==> config.mk <==
export PLATFORM = sky130hd
export DESIGN_NAME = sram_bus_arbiter
export DESIGN_NICKNAME = d
export VERILOG_FILES = /design/src/rtl/sram_bus_arbiter_pkg.sv /design/src/rtl/sram_bus_arbiter_arb_grant.sv /design/src/rtl/sram_bus_arbiter.sv
export SDC_FILE = /design/constraint.sdc
export NUM_CORES = 1
export LEC_CHECK = 0
export ABC_AREA = 1
export BUFFER_PORTS_ARGS = -buffer_cell sky130_fd_sc_hd__buf_2
export CAP_MARGIN = 20
export CORE_AREA = 8 8 119 121
export CTS_CLUSTER_DIAMETER = 120
export DETAILED_ROUTE_END_ITERATION = 10
export DIE_AREA = 0 0 127 129
export SLEW_MARGIN = 20
export SYNTH_ARGS = -nofsm -noshare
export SYNTH_HDL_FRONTEND = slang
export SYNTH_HIERARCHICAL = 1
export SYNTH_SLANG_ARGS = --single-unit
==> constraint.sdc <==
create_clock -name clk -period 2.64 [get_ports clk]
set_input_delay 0.528 -clock clk [delete_from_list [all_inputs] [get_ports clk]]
set_output_delay 0.528 -clock clk [all_outputs]
set_load 0.02 [all_outputs]
==> src/rtl/sram_bus_arbiter_pkg.sv <==
// Shared types for the SRAM-like bus arbiter.
//   arb_state_t : arbiter FSM states (idle / address phase / response phase)
//   owner_t     : which requester owns the memory port
//   req_bus_w() : width of one requester's packed {wr, size, wstrb, addr, wdata}
package sram_bus_arbiter_pkg;

  typedef enum logic [1:0] {
    ARB_IDLE = 2'd0,
    ARB_REQ  = 2'd1,
    ARB_RESP = 2'd2
  } arb_state_t;

  typedef enum logic {
    OWNER_INST = 1'b0,
    OWNER_DATA = 1'b1
  } owner_t;

  function automatic int unsigned req_bus_w(input int unsigned addr_w,
                                            input int unsigned data_w);
    return 1 + 2 + data_w / 8 + addr_w + data_w;
  endfunction

endpackage

==> src/rtl/sram_bus_arbiter_arb_grant.sv <==
// Combinational grant decision used while the arbiter is idle.
//   inst_req : instruction-fetch request pending
//   data_req : load/store request pending
//   streak   : consecutive data grants that bypassed a pending inst request
//   grant    : selected owner (OWNER_INST when nothing is requested)
module arb_grant
  import sram_bus_arbiter_pkg::*;
#(
  parameter int unsigned MAX_STARVE = 4,
  parameter int unsigned STREAK_W   = 3
) (
  input  logic                inst_req,
  input  logic                data_req,
  input  logic [STREAK_W-1:0] streak,
  output owner_t              grant
);

  logic inst_starved;

  assign inst_starved = inst_req && (streak == STREAK_W'(MAX_STARVE));

  always_comb begin
    grant = OWNER_INST;
    if (data_req && !inst_starved) begin
      grant = OWNER_DATA;
    end
  end

endmodule

==> src/rtl/sram_bus_arbiter.sv <==
// Shares one SRAM-like memory port between instruction fetch (inst_*) and
// load/store (data_*). Data wins by default; after MAX_STARVE data grants
// that bypassed a pending inst request, inst is forced. One transaction is
// outstanding at a time.
//   clk, rst                  : clock, synchronous active-high reset
//   inst_* / data_*           : requester side (req, wr, size, wstrb, addr,
//                               wdata in; addr_ok, data_ok, rdata out)
//   mem_*                     : memory side (req, wr, size, wstrb, addr,
//                               wdata out; addr_ok, data_ok, rdata in)
module sram_bus_arbiter
  import sram_bus_arbiter_pkg::*;
#(
  parameter int unsigned MAX_STARVE = 4,
  parameter int unsigned ADDR_W     = 32,
  parameter int unsigned DATA_W     = 32
) (
  input  logic                clk,
  input  logic                rst,
  input  logic                inst_req,
  input  logic                inst_wr,
  input  logic [1:0]          inst_size,
  input  logic [DATA_W/8-1:0] inst_wstrb,
  input  logic [ADDR_W-1:0]   inst_addr,
  input  logic [DATA_W-1:0]   inst_wdata,
  output logic                inst_addr_ok,
  output logic                inst_data_ok,
  output logic [DATA_W-1:0]   inst_rdata,
  input  logic                data_req,
  input  logic                data_wr,
  input  logic [1:0]          data_size,
  input  logic [DATA_W/8-1:0] data_wstrb,
  input  logic [ADDR_W-1:0]   data_addr,
  input  logic [DATA_W-1:0]   data_wdata,
  output logic                data_addr_ok,
  output logic                data_data_ok,
  output logic [DATA_W-1:0]   data_rdata,
  output logic                mem_req,
  output logic                mem_wr,
  output logic [1:0]          mem_size,
  output logic [DATA_W/8-1:0] mem_wstrb,
  output logic [ADDR_W-1:0]   mem_addr,
  output logic [DATA_W-1:0]   mem_wdata,
  input  logic                mem_addr_ok,
  input  logic                mem_data_ok,
  input  logic [DATA_W-1:0]   mem_rdata
);

  localparam int unsigned STREAK_W = $clog2(MAX_STARVE + 1);
  localparam int unsigned BUS_W    = req_bus_w(ADDR_W, DATA_W);

  arb_state_t          state_q, state_d;
  owner_t              owner_q, owner_d;
  owner_t              grant, sel;
  logic [STREAK_W-1:0] streak_q, streak_d;
  logic [BUS_W-1:0]    inst_bus, data_bus, mem_bus;
  logic                sel_req, hs, rsp;

  assign inst_bus = {inst_wr, inst_size, inst_wstrb, inst_addr, inst_wdata};
  assign data_bus = {data_wr, data_size, data_wstrb, data_addr, data_wdata};
  assign {mem_wr, mem_size, mem_wstrb, mem_addr, mem_wdata} = mem_bus;

  assign inst_rdata = mem_rdata;
  assign data_rdata = mem_rdata;

  arb_grant #(
    .MAX_STARVE(MAX_STARVE),
    .STREAK_W  (STREAK_W)
  ) u_arb_grant (
    .inst_req(inst_req),
    .data_req(data_req),
    .streak  (streak_q),
    .grant   (grant)
  );

  // Live grant only in IDLE; once an owner is latched the mux stays locked
  // until that transaction's response returns.
  always_comb begin
    sel     = (state_q == ARB_IDLE) ? grant : owner_q;
    sel_req = (sel == OWNER_DATA) ? data_req : inst_req;
    mem_bus = (sel == OWNER_DATA) ? data_bus : inst_bus;

    mem_req = 1'b0;
    if (!rst && (state_q != ARB_RESP)) begin
      mem_req = sel_req;
    end

    hs           = mem_req && mem_addr_ok;
    inst_addr_ok = hs && (sel == OWNER_INST);
    data_addr_ok = hs && (sel == OWNER_DATA);

    // Response only counts in RESP, so a late data_ok after reset is dropped.
    rsp          = !rst && (state_q == ARB_RESP) && mem_data_ok;
    inst_data_ok = rsp && (owner_q == OWNER_INST);
    data_data_ok = rsp && (owner_q == OWNER_DATA);
  end

  always_comb begin
    state_d  = state_q;
    owner_d  = owner_q;
    streak_d = streak_q;

    unique case (state_q)
      ARB_IDLE: begin
        if (hs) begin
          state_d = ARB_RESP;
          owner_d = sel;
        end else if (inst_req || data_req) begin
          state_d = ARB_REQ;
          owner_d = sel;
        end
      end
      ARB_REQ: begin
        if (hs) begin
          state_d = ARB_RESP;
        end
      end
      ARB_RESP: begin
        if (mem_data_ok) begin
          state_d = ARB_IDLE;
        end
      end
      default: state_d = ARB_IDLE;
    endcase

    if (hs) begin
      if ((sel == OWNER_DATA) && inst_req) begin
        if (streak_q != STREAK_W'(MAX_STARVE)) begin
          streak_d = streak_q + STREAK_W'(1);
        end
      end else begin
        streak_d = '0;
      end
    end
  end

  always_ff @(posedge clk) begin
    if (rst) begin
      state_q  <= ARB_IDLE;
      owner_q  <= OWNER_INST;
      streak_q <= '0;
    end else begin
      state_q  <= state_d;
      owner_q  <= owner_d;
      streak_q <= streak_d;
    end
  end

endmodule

==> results.md, run 1 <==
- Most used cell, CP: nand2_1
- Synth Area in Adders: 1.342%
- Antenna-violating nets left: 0
- Hold Path Class: reg -> reg
- Worst path arrival time: ~1800 ps
- Final core utilization: 22.41%
- Placer Congestion: 0.9781
- Vias in the first global route: 2496
- Asr flop ratio synth: 0%
- Maximum Capacitance Violations: 0
- Area growth from synthesis to layout: 47.99%
- Vias per cell: 3.861
- Nets@finish: 705
- Simple-gate area share of the yosys netlist: roughly 57%
- Site row count: 41
- Synth top area cells: nand2_1, buf_4, dfxtp_1, nor2_1, buf_2
- Initial core utilization: 15.14%
- Element type at the critical path start: register
- IO Port Bufs: 223
- Chip width: 127 µm
- Synth Flop Type: dfxtp_1
- Die H: 129 µm
- Worst R2R Path Depth: 11
- Final Cell Area: 0.002759 mm²
- CTS Sinks: 6
- Residual DRC: 0
- Xor-xnor portion of the synthesized cell area: 0.4698%
- Status: complete, no violations
- Worst Path Max Fanout: 35
- Crit Path Class: reg -> out
- R2R Setup Slk: 1110 ps
- Reg2Reg Launch Point: streak_q[0]
- Total grt overflow: 0
- Final setup vio count: 0
- Min-delay src: streak_q[2]
- Post-DR wirelength/cell: around 14 µm
- Tightest Pin Transition: between 300 and 400 ps
- Clock Path Buffers: 2
- Number of flops mapped to enable cells by yosys: 0
- FF+latch count, synth: 6
- Mapped Nets: 552
- Slew Viols, Final: 0
- TritonCTS clock tree: built
- Routed WL: around 9.3 mm
- Htree depth: 1
- Worst R2R End: streak_q[1]
- Synth Instances: 370
- Netlist cell types: 25
- Period utilisation layout: just under 90%
- Core region area: between 0.01 and 0.015 mm²
- Sequential cell area fraction in the yosys report: between 6 and 7%
- Leakage: 1.858 nW
- Critical Path Max Stage Delay: 390 ps
- Final hold vios: 0
- Post-synth top area cell: nand2_1
- First-pass DRT Iterations: 5
- CTS resizes: 0
- Boundary Pins: 320
- Mapped Area: 0.001864 mm²
- Sum Neg Setup Slack: 0 ps
- Dpl cell area: 0.002684 mm²
- Yosys top cell area share: 45.50%
- Multiplexer area fraction after synthesis: 0%
- Dominant cell by count in the synthesized netlist: nand2_1
- Slew margin rel.: 77.09%
- Crit-path cells: nand2_1 > inv_1 > a21oi_1 > inv_1 > nand2_2 > nand2_4 > buf_4 > nand2_1 > nand2_1 > buf_2
- Clk slew on worst S/H paths: approximately 30 ps
- Global router's overall resource usage: 10.32%
- Largest family of logic cells by synthesized area: simple AND/OR/NAND/NOR gates
- ANT cells: 0
- Hold depth: 2
- CTS buffer count: 3
- Commonest cells in the netlist: nand2_1, buf_4, nor2_1
- DIE AREA: 0.01638 mm²
- Layout cell share with drive strength beyond 1: 47.22%
- CTS root buffer: clkbuf_16
- Post-route clock skew: about 2.6 ps
- Pin count of the biggest net entering global routing: 39
- Hold EP: streak_q[2]
- Req. time, crit path: about 2100 ps
- Hold_buf cts: 0
- Total setup buffers inserted after CTS: 0
- Compound-Gate Fraction of Synth Area: 2.081%
- Maximum clock rate: 433.9 MHz
- Via Count: 2591
- Post-layout min period: 2305 ps
- Avg Inst Size Synth: between 5 and 6 µm²
- Worst vdd ir: 0.5061 mV
- Synth Warn #: 6
- Tot Pwr: 0.003527 W
- Critical Path End Type: primary output
- DP HPWL: about 8.0 mm
- Critical Path Slowest Stage Cell: dfxtp_1
- Global-route wire length before repair: 13.71 mm
- 1st-iter DRT viols: 240
- Worst-skew pair later-pin latency: ~230 ps
- RSZ-0062 raised after global routing: no
- Initial antenna violation count: 0
- # fillers: about 1.5k
- PwrDens: 1279 mW/mm²
[critical path: cells and delay by family, from the launching register on]
family          cells  cell delay [ps]
flops               1              390
compound gates      1               50
buf+inv             4              610
simple gates        5              480
[area by class of cell]
| cell class | instances | area [µm²] | share of cell area (%) |
|---|---|---|---|
| inverters | 14 | 52.55 | 1.905 |
| multi-input cells | 271 | 1140 | 41.32 |
| well taps | 150 | 187.7 | 6.803 |
| flip-flops and latches | 6 | 120.1 | 4.354 |
| repair buffers | 227 | 1184 | 42.90 |
| clock buffers | 3 | 75.07 | 2.721 |
[layer usage]
metal	GRT usage, %	vias to the layer above	part of all wire [%]
met5	0	-	0
li1	-	1342	-
met2	15.96	184	45
met4	3.429	0	2.9
met3	5.668	36	15
met1	11.88	1029	37
[report_power, final]
| group | leakage [nW] | switching [W] | internal (W) | total [W] |
|---|---|---|---|---|
| sequential | 0.0493 | 0.0000278 | 0.000118 | 0.000146 |
| combinational | 1.77 | 0.00213 | 0.00101 | 0.00314 |
| clock | 0.0370 | 0.0000493 | 0.000194 | 0.000244 |
| total | 1.86 | 0.00221 | 0.00132 | 0.00353 |
[sequential cells by signal, indices dropped and copies added (netlist names)]
signal and flops:
owner_q 1, streak_q 3, state_q 2
[cell usage in the layout (no fill, tap or decap)]
cell / Yosys / layout
buf_12: 0 / 3
and3_4: 1 / 1
nand3_1: 4 / 4
inv_1: 11 / 11
nand2_4: 2 / 2
nand3_4: 1 / 1
nand4_4: 1 / 1
nand2_1: 226 / 226
a21oi_1: 4 / 4
buf_4: 65 / 1
o21ai_0: 1 / 1
dfxtp_1: 6 / 6
buf_2: 9 / 223
xnor2_1: 1 / 1
ha_1: 2 / 2
nor2_1: 16 / 16
nand2_2: 3 / 3
o21ai_1: 1 / 1
nor3_1: 1 / 1
clkbuf_16: 0 / 3
nand3_2: 1 / 1
nor2_2: 3 / 3
nand3b_1: 1 / 1
inv_2: 3 / 3
nand4_1: 1 / 1
a21oi_2: 1 / 1
[worst max path at each step]
stage / start / end / slack (ps) / depth (start not counted)
2_1_floorplan: inst_req / data_addr_ok / 570 / 9
3_3_place_gp: inst_req / mem_wdata[25] / 340 / 11
3_5_place_dp: inst_req / mem_wdata[27] / 350 / 11
4_1_cts: streak_q[2] / mem_wdata[27] / 310 / 10
5_1_grt: streak_q[2] / mem_wdata[25] / 140 / 10
6_report: streak_q[2] / mem_wdata[27] / 340 / 10
[metrics by stage]
step | hold WS [ps] | setup WS, ps | std cells
final | 527.4 | 335.1 | 671
after global routing | 549.8 | 138.8 | 671
after CTS | 533.7 | 309.0 | 671
after detailed placement | 528.6 | 347.3 | 668
after global placement | 541.5 | 336.9 | 668
after floorplan | 471.6 | 565.6 | 370
[logic make-up after synthesis]
family | Yosys count
compound gates | 7
xor+xnor | 1
fa+ha+maj | 2
buf+inv | 93
flops | 6
simple gates | 261
No activity file was read; power rests on OpenSTA's default activity.
==> inputs of run 2 (changes only) <==
Settings changed: SETUP_SLACK_MARGIN from default to 0.4.
==> run 2 against run 1 <==
Net effect: worst setup slack gained 120 ps; via count grew 8.0%; sequential cell count is the same; total power grew 45%; clock-buffer cell count is the same; critical path depth grew 2; final cell count grew 2.8%; die area is the same; hold slack lost 25 ps; largest cell class unchanged; largest power group unchanged.
==> results.md, run 2 (synthesis gave the netlist of run 1 again) <==
- Status: complete, no violations
- CTS buffer count: 3 (unchanged)
- Clock power share: 4.8% (-2.1 points)
- Area growth from synthesis to layout: 84.63%
- Leading cell type in the layout, fill and taps excluded: nand2_1
- CP startpoint: inst_req
- # fillers: 1412 (-2.8%)
- Final setup vio count: 0 (unchanged)
- Layout cell share with drive strength beyond 1: 54.81% (+7.6 points)
- Setup WS pre-CTS: 347.3 ps (unchanged)
- Switching Fraction: 54.46% (-8.1 points)
- Top reg by flops: streak_q
- Worst-skew pair later-pin latency: 230 ps (about the same)
- Placer Congestion: 0.9781 (unchanged)
- Critical Path End Type: primary output
- Global-route wire length before repair: 13.71 mm (unchanged)
- Core region area: 0.01231 mm² (unchanged)
- Leakage: 2.123 nW (+14%)
- Sum Neg Setup Slack: 0 ps (unchanged)
- Worst vdd ir: 0.5384 mV (+6.4%)
- Pin count of the biggest net entering global routing: 39 (unchanged)
- Global router's overall resource usage: 10.33% (about the same)
- Htree depth: 1 (unchanged)
- Top flop regs: streak_q x3, state_q x2, owner_q x1
- Maximum clock rate: 457.4 MHz (+5.4%)
- DP HPWL: 8.046 mm (unchanged)
- RSZ-0062 raised after global routing: yes
- Slew Viols, Final: 0 (unchanged)
- Total grt overflow: 0 (unchanged)
- First-pass DRT Iterations: 5 (unchanged)
- Slew margin rel.: 80.76% (+3.7 points)
- Combinational share of power: 92.3% (+3.3 points)
- Placed cell count: 668 (unchanged)
- Clk slew on worst S/H paths: 40 ps (about the same)
- Hold EP: streak_q[2]
- R2R Setup Slk: 970 ps (-140 ps)
- Clock Path Buffers: 2 (unchanged)
- Boundary Pins: 320 (unchanged)
- Hold Path Class: reg -> reg
- TritonCTS clock tree: built
- Antenna-violating nets left: 0 (unchanged)
- Req. time, crit path: 2110 ps (about the same)
- Die H: 129 µm (unchanged)
- IO Port Bufs: 223 (unchanged)
- Post-route clock skew: 3.700 ps (+1.108 ps)
- Crit Path Class: in -> out
- Nets@finish: 724 (+2.7%)
- Initial core utilization: 15.14% (unchanged)
- 1st-iter DRT viols: 249 (+3.8%)
- CTS root buffer: clkbuf_16
- Fin cells: 690 (+2.8%)
- Number of flip-flops in the largest register: 3 (unchanged)
- Post-route setup slack: 453.9 ps (+118.7 ps)
- DIE AREA: 0.01638 mm² (unchanged)
- Site row count: 41 (unchanged)
- Worst Path Max Fanout: 9 (-74%)
- Worst R2R End: state_q[1]
- PwrDens: 1491 mW/mm² (+17%)
- Hold depth: 2 (unchanged)
- Routed WL: 11.91 mm (+27%)
- Initial antenna violation count: 0 (unchanged)
- Period utilisation layout: 82.81% (-4.5 points)
- Switching power: 0.002794 W (+27%)
- Worst R2R Path Depth: 12 (+1)
- Maximum Capacitance Violations: 0 (unchanged)
- Post-DR wirelength/cell: 17.26 µm (+24%)
- ANT cells: 0 (unchanged)
- Most frequent cells in the layout: nand2_1, buf_2, buf_4
- Final hold vios: 0 (unchanged)
- Chip width: 127 µm (unchanged)
- Residual DRC: 0 (unchanged)
- Vias in the first global route: 2500 (+0.16%)
- Vias per cell: 4.057 (+5.1%)
- Via Count: 2799 (+8.0%)
- Min-delay src: streak_q[2]
- Pint: 0.002337 W (+77%)
- Reg2Reg Launch Point: streak_q[1]
- CTS Sinks: 6 (unchanged)
- Tightest Pin Transition: 286.4 ps (-57.25 ps)
- Post-layout min period: 2186 ps (-118.7 ps)
- Worst path arrival time: 1660 ps (-120 ps)
- Flop pwr share: 2.9% (-1.2 points)
- Element type at the critical path start: input port
[run 2: repair_timing]
action,4_1_cts,5_1_grt
hold buffers,0,0
pin swaps,0,11
hold endpoints to repair,0,0
setup endpoints to repair,43,72
cloned,0,16
buffers inserted,0,3
gates resized for setup,1,134
[run 2: how the worst max path moves through the flow]
stage	end	cells after the start
6_report	mem_addr[23]	12
5_1_grt	mem_wdata[14]	12
3_3_place_gp	mem_wdata[25]	11
2_1_floorplan	data_addr_ok	9
3_5_place_dp	mem_wdata[27]	11
4_1_cts	mem_wdata[0]	12
[run 2: worst max-delay path: stages]
cell       delay (ps)
buf_6             100
nand2_1            40
inv_1              40
a21oi_2           120
inv_2              50
nand2_4           110
nand2_8           130
inv_16            110
clkbuf_16         160
nand2_1            60
nand2_1            70
buf_4             140
[run 2: layout make-up]
| cell class | instances | area [µm²] | share of cell area (%) |
|---|---|---|---|
| clock buffers | 3 | 75.07 | 2.181 |
| inverters | 14 | 68.82 | 1.999 |
| multi-input cells | 272 | 1246 | 36.21 |
| flip-flops and latches | 6 | 125.1 | 3.635 |
| well taps | 150 | 187.7 | 5.453 |
| repair buffers | 243 | 1712 | 49.73 |
| repair inverters | 2 | 27.53 | 0.7997 |
[run 2: stage by stage]
| step | area, µm² | total power (W) | util, % | hold slack (ps) |
|---|---|---|---|---|
| floorplan | 1864 | 0.002362 | - | 471.6 |
| global placement | 2684 | 0.003321 | 21.80 | 541.5 |
| detailed placement | 2684 | 0.003346 | 21.80 | 528.6 |
| CTS | 2763 | 0.003615 | 22.44 | 533.7 |
| global route | 3442 | 0.005510 | 27.96 | 540.9 |
| finish | 3442 | 0.005131 | 27.96 | 502.1 |
[run 2: power by group through the flow]
stage               clock (W)  sequential, W  combinational, W
floorplan                   0       0.000140           0.00222
global placement            0       0.000145           0.00318
detailed placement          0       0.000146           0.00320
CTS                  0.000250       0.000146           0.00322
global route         0.000257       0.000157           0.00510
finish               0.000244       0.000151           0.00474
[run 2: routing by layer]
layer  part of all wire (%)  vias up  wire, µm  track usage (%)
met2                     46      190      5461            15.99
li1                       -     1389         -                -
met1                     40     1185      4734            11.88
met4                    2.3        0       272            3.429
met3                     12       35      1444            5.668
met5                      0        -         0                0
==> inputs of run 3 (changes only) <==
Clock period 2.64 ns to 1.95 ns, I/O delays scaled along.
==> run 3 against run 2 <==
Net effect: the run now ends with negative setup slack left; register-to-register slack got worse by 830 ps; non-clock buffer count rose by 6; final cell count rose by 0.43%; combinational power rose by 48%; critical path depth did not move; clock-buffer cell count did not move; sequential cell count did not move; total power rose by 47%.
==> results.md, run 3 (synthesis gave the netlist of run 1 again) <==
- Htree depth: 1 (unchanged)
- Leakage: 2.215 nW (+4.4%)
- Post-DR wirelength/cell: 15.14 µm (-12%)
- First-pass DRT Iterations: 5 (unchanged)
- Global router's overall resource usage: 10.56% (+0.23 points)
- Slew margin rel.: 72.70% (-8.1 points)
- Layout cell share with drive strength beyond 1: 75.51% (+21 points)
- Number of flip-flops in the largest register: 3 (unchanged)
- Clk slew on worst S/H paths: 30 ps (about the same)
- Die H: 129 µm (unchanged)
- FF+latch area: 128.9 µm² (+3.0%)
- TritonCTS clock tree: built
- Element type at the critical path start: register
- Crit Path Class: reg -> out
- Top reg by flops: streak_q
- Routed WL: 10.49 mm (-12%)
- Post-route clock skew: 2.723 ps (-0.9771 ps)
- Nets@finish: 727 (+0.41%)
- Pin count of the biggest net entering global routing: 39 (unchanged)
- Initial core utilization: 15.14% (unchanged)
- Residual DRC: 0 (unchanged)
- Period utilisation layout: 102.7%
- Initial antenna violation count: 0 (unchanged)
- Switching power: 0.003972 W (+42%)
- Status: finished, violations left
- DP HPWL: 7.623 mm (-5.3%)
- CTS buffer count: 3 (unchanged)
- Vias per cell: 4.063 (+0.17%)
- Worst Path Max Fanout: 5 (-4)
- 1st-iter DRT viols: 61 (-76%)
- Dpl cell area: 0.003059 mm² (+14%)
- Global-route wire length before repair: 14.30 mm (+4.3%)
- Switching Fraction: 52.61% (-1.9 points)
- Critical Path End Type: primary output
- Worst vdd ir: 0.9077 mV (+69%)
- Boundary Pins: 320 (unchanged)
- IO Port Bufs: 223 (unchanged)
- Clock Path Buffers: 2 (unchanged)
- Chip width: 127 µm (unchanged)
- Top flop regs: streak_q x3, state_q x2, owner_q x1
- Site row count: 41 (unchanged)
- Combinational share of power: 92.9% (+0.6 points)
- Violated checks: negative setup slack
- # fillers: 1358 (-3.8%)
- Worst-skew pair later-pin latency: 230 ps (about the same)
- Most frequent cells in the layout: buf_2, nand2_2, nand2_1
- Via Count: 2816 (+0.61%)
- Req. time, crit path: 1560 ps (-550 ps)
- Maximum Capacitance Violations: 0 (unchanged)
- Pint: 0.003578 W (+53%)
- Core region area: 0.01231 mm² (unchanged)
- Worst path arrival time: 1610 ps (-50 ps)
- Post-layout min period: between 2000 and 2500 ps
- Vias in the first global route: 2818 (+13%)
- RSZ-0062 raised after global routing: yes
- Placer Congestion: 0.8157 (-17%)
- Clock power share: 4.4% (-0.4 points)
- Slew Viols, Final: 0 (unchanged)
- Final Cell Area: 0.003897 mm² (+13%)
- Sum Neg Setup Slack: -748.9 ps (-748.9 ps)
- Final hold vios: 0 (unchanged)
- Leading cell type in the layout, fill and taps excluded: buf_2
- Area of the multi-input gates: 0.001623 mm² (+30%)
- Flop pwr share: 2.7% (-0.2 points)
- Maximum clock rate: 499.6 MHz
- Area growth from synthesis to layout: 109.1%
- Tightest Pin Transition: 406.4 ps (+120.1 ps)
- CTS root buffer: clkbuf_16
- Antenna-violating nets left: 0 (unchanged)
- Final setup vio count: 46 (+46)
- Total grt overflow: 0 (unchanged)
- DIE AREA: 0.01638 mm² (unchanged)
- CTS Sinks: 6 (unchanged)
- Hold Path Class: in -> reg
- Hold_buf cts: 0 (unchanged)
- PwrDens: 1937 mW/mm² (+30%)
- ANT cells: 0 (unchanged)
- Post-route setup slack: -51.79 ps (-505.7 ps)
==> run 3: metal layers <==
metal	vias up	wire [µm]	track usage, %	share of wire [%]
li1	1393	-	-	-
met1	1227	3978	11.67	38
met2	190	5139	18.21	49
met3	6	1349	5.627	13
met4	0	22	0.9797	0.21
met5	-	0	0	0
==> run 3: final cells by class <==
class	count	area share, %
Timing Repair Buffer	249	46.84
Multi-Input combinational cell	271	41.64
Tap cell	150	4.815
Sequential cell	6	3.307
Clock buffer	3	1.926
Inverter	14	1.477
==> run 3: through the flow <==
stage / setup WS (ps) / std cells / power, W / hold slack, ps / utilization, %
finish: -51.79 / 693 / 0.007551 / 373.2 / 31.66
global route: -113.9 / 693 / 0.008073 / 389.1 / 31.66
CTS: -54.76 / 688 / 0.006893 / 373.8 / 29.27
detailed placement: -7.937 / 675 / 0.005277 / 510.5 / 24.85
global placement: -2.071 / 675 / 0.005273 / 502.1 / 24.85
floorplan: 342.5 / 370 / 0.003978 / 451.7 / -
==> run 3: power by group through the flow <==
stage               combinational, W  sequential, W  clock [W]
floorplan                    0.00379       0.000189          0
global placement             0.00507       0.000201          0
detailed placement           0.00508       0.000199          0
CTS                          0.00635       0.000201   0.000337
global route                 0.00752       0.000214   0.000342
finish                       0.00701       0.000207   0.000330
==> run 3: worst max-delay path, cell delays in order, from the launching register on <==
cell and delay [ps]:
dfxtp_4 340, nand2_4 60, inv_2 30, a21oi_2 100
inv_1 50, nand2_2 90, nand2_4 90, buf_8 150
buf_6 120, buf_6 120, nand2_4 50, nand2_2 50
buf_6 130
==> run 3: final timing paths <==
| check | start | endpoint | slack, ps | depth (start not counted) |
|---|---|---|---|---|
| max reg2reg | streak_q[0] | state_q[1] | 140 | 14 |
| min | rst | streak_q[2] | 370 | 2 |
| min reg2reg | state_q[0] | state_q[0] | 540 | 2 |
| max | streak_q[2] | mem_size[0] | -50 | 12 |
==> run 3: timing repair <==
| item | in CTS | in global routing |
|---|---|---|
| setup endpoints to repair | 81 | 81 |
| cloned | 3 | 4 |
| resized for setup | 125 | 57 |
| setup buffers | 7 | 1 |
| pin swaps | 3 | 12 |
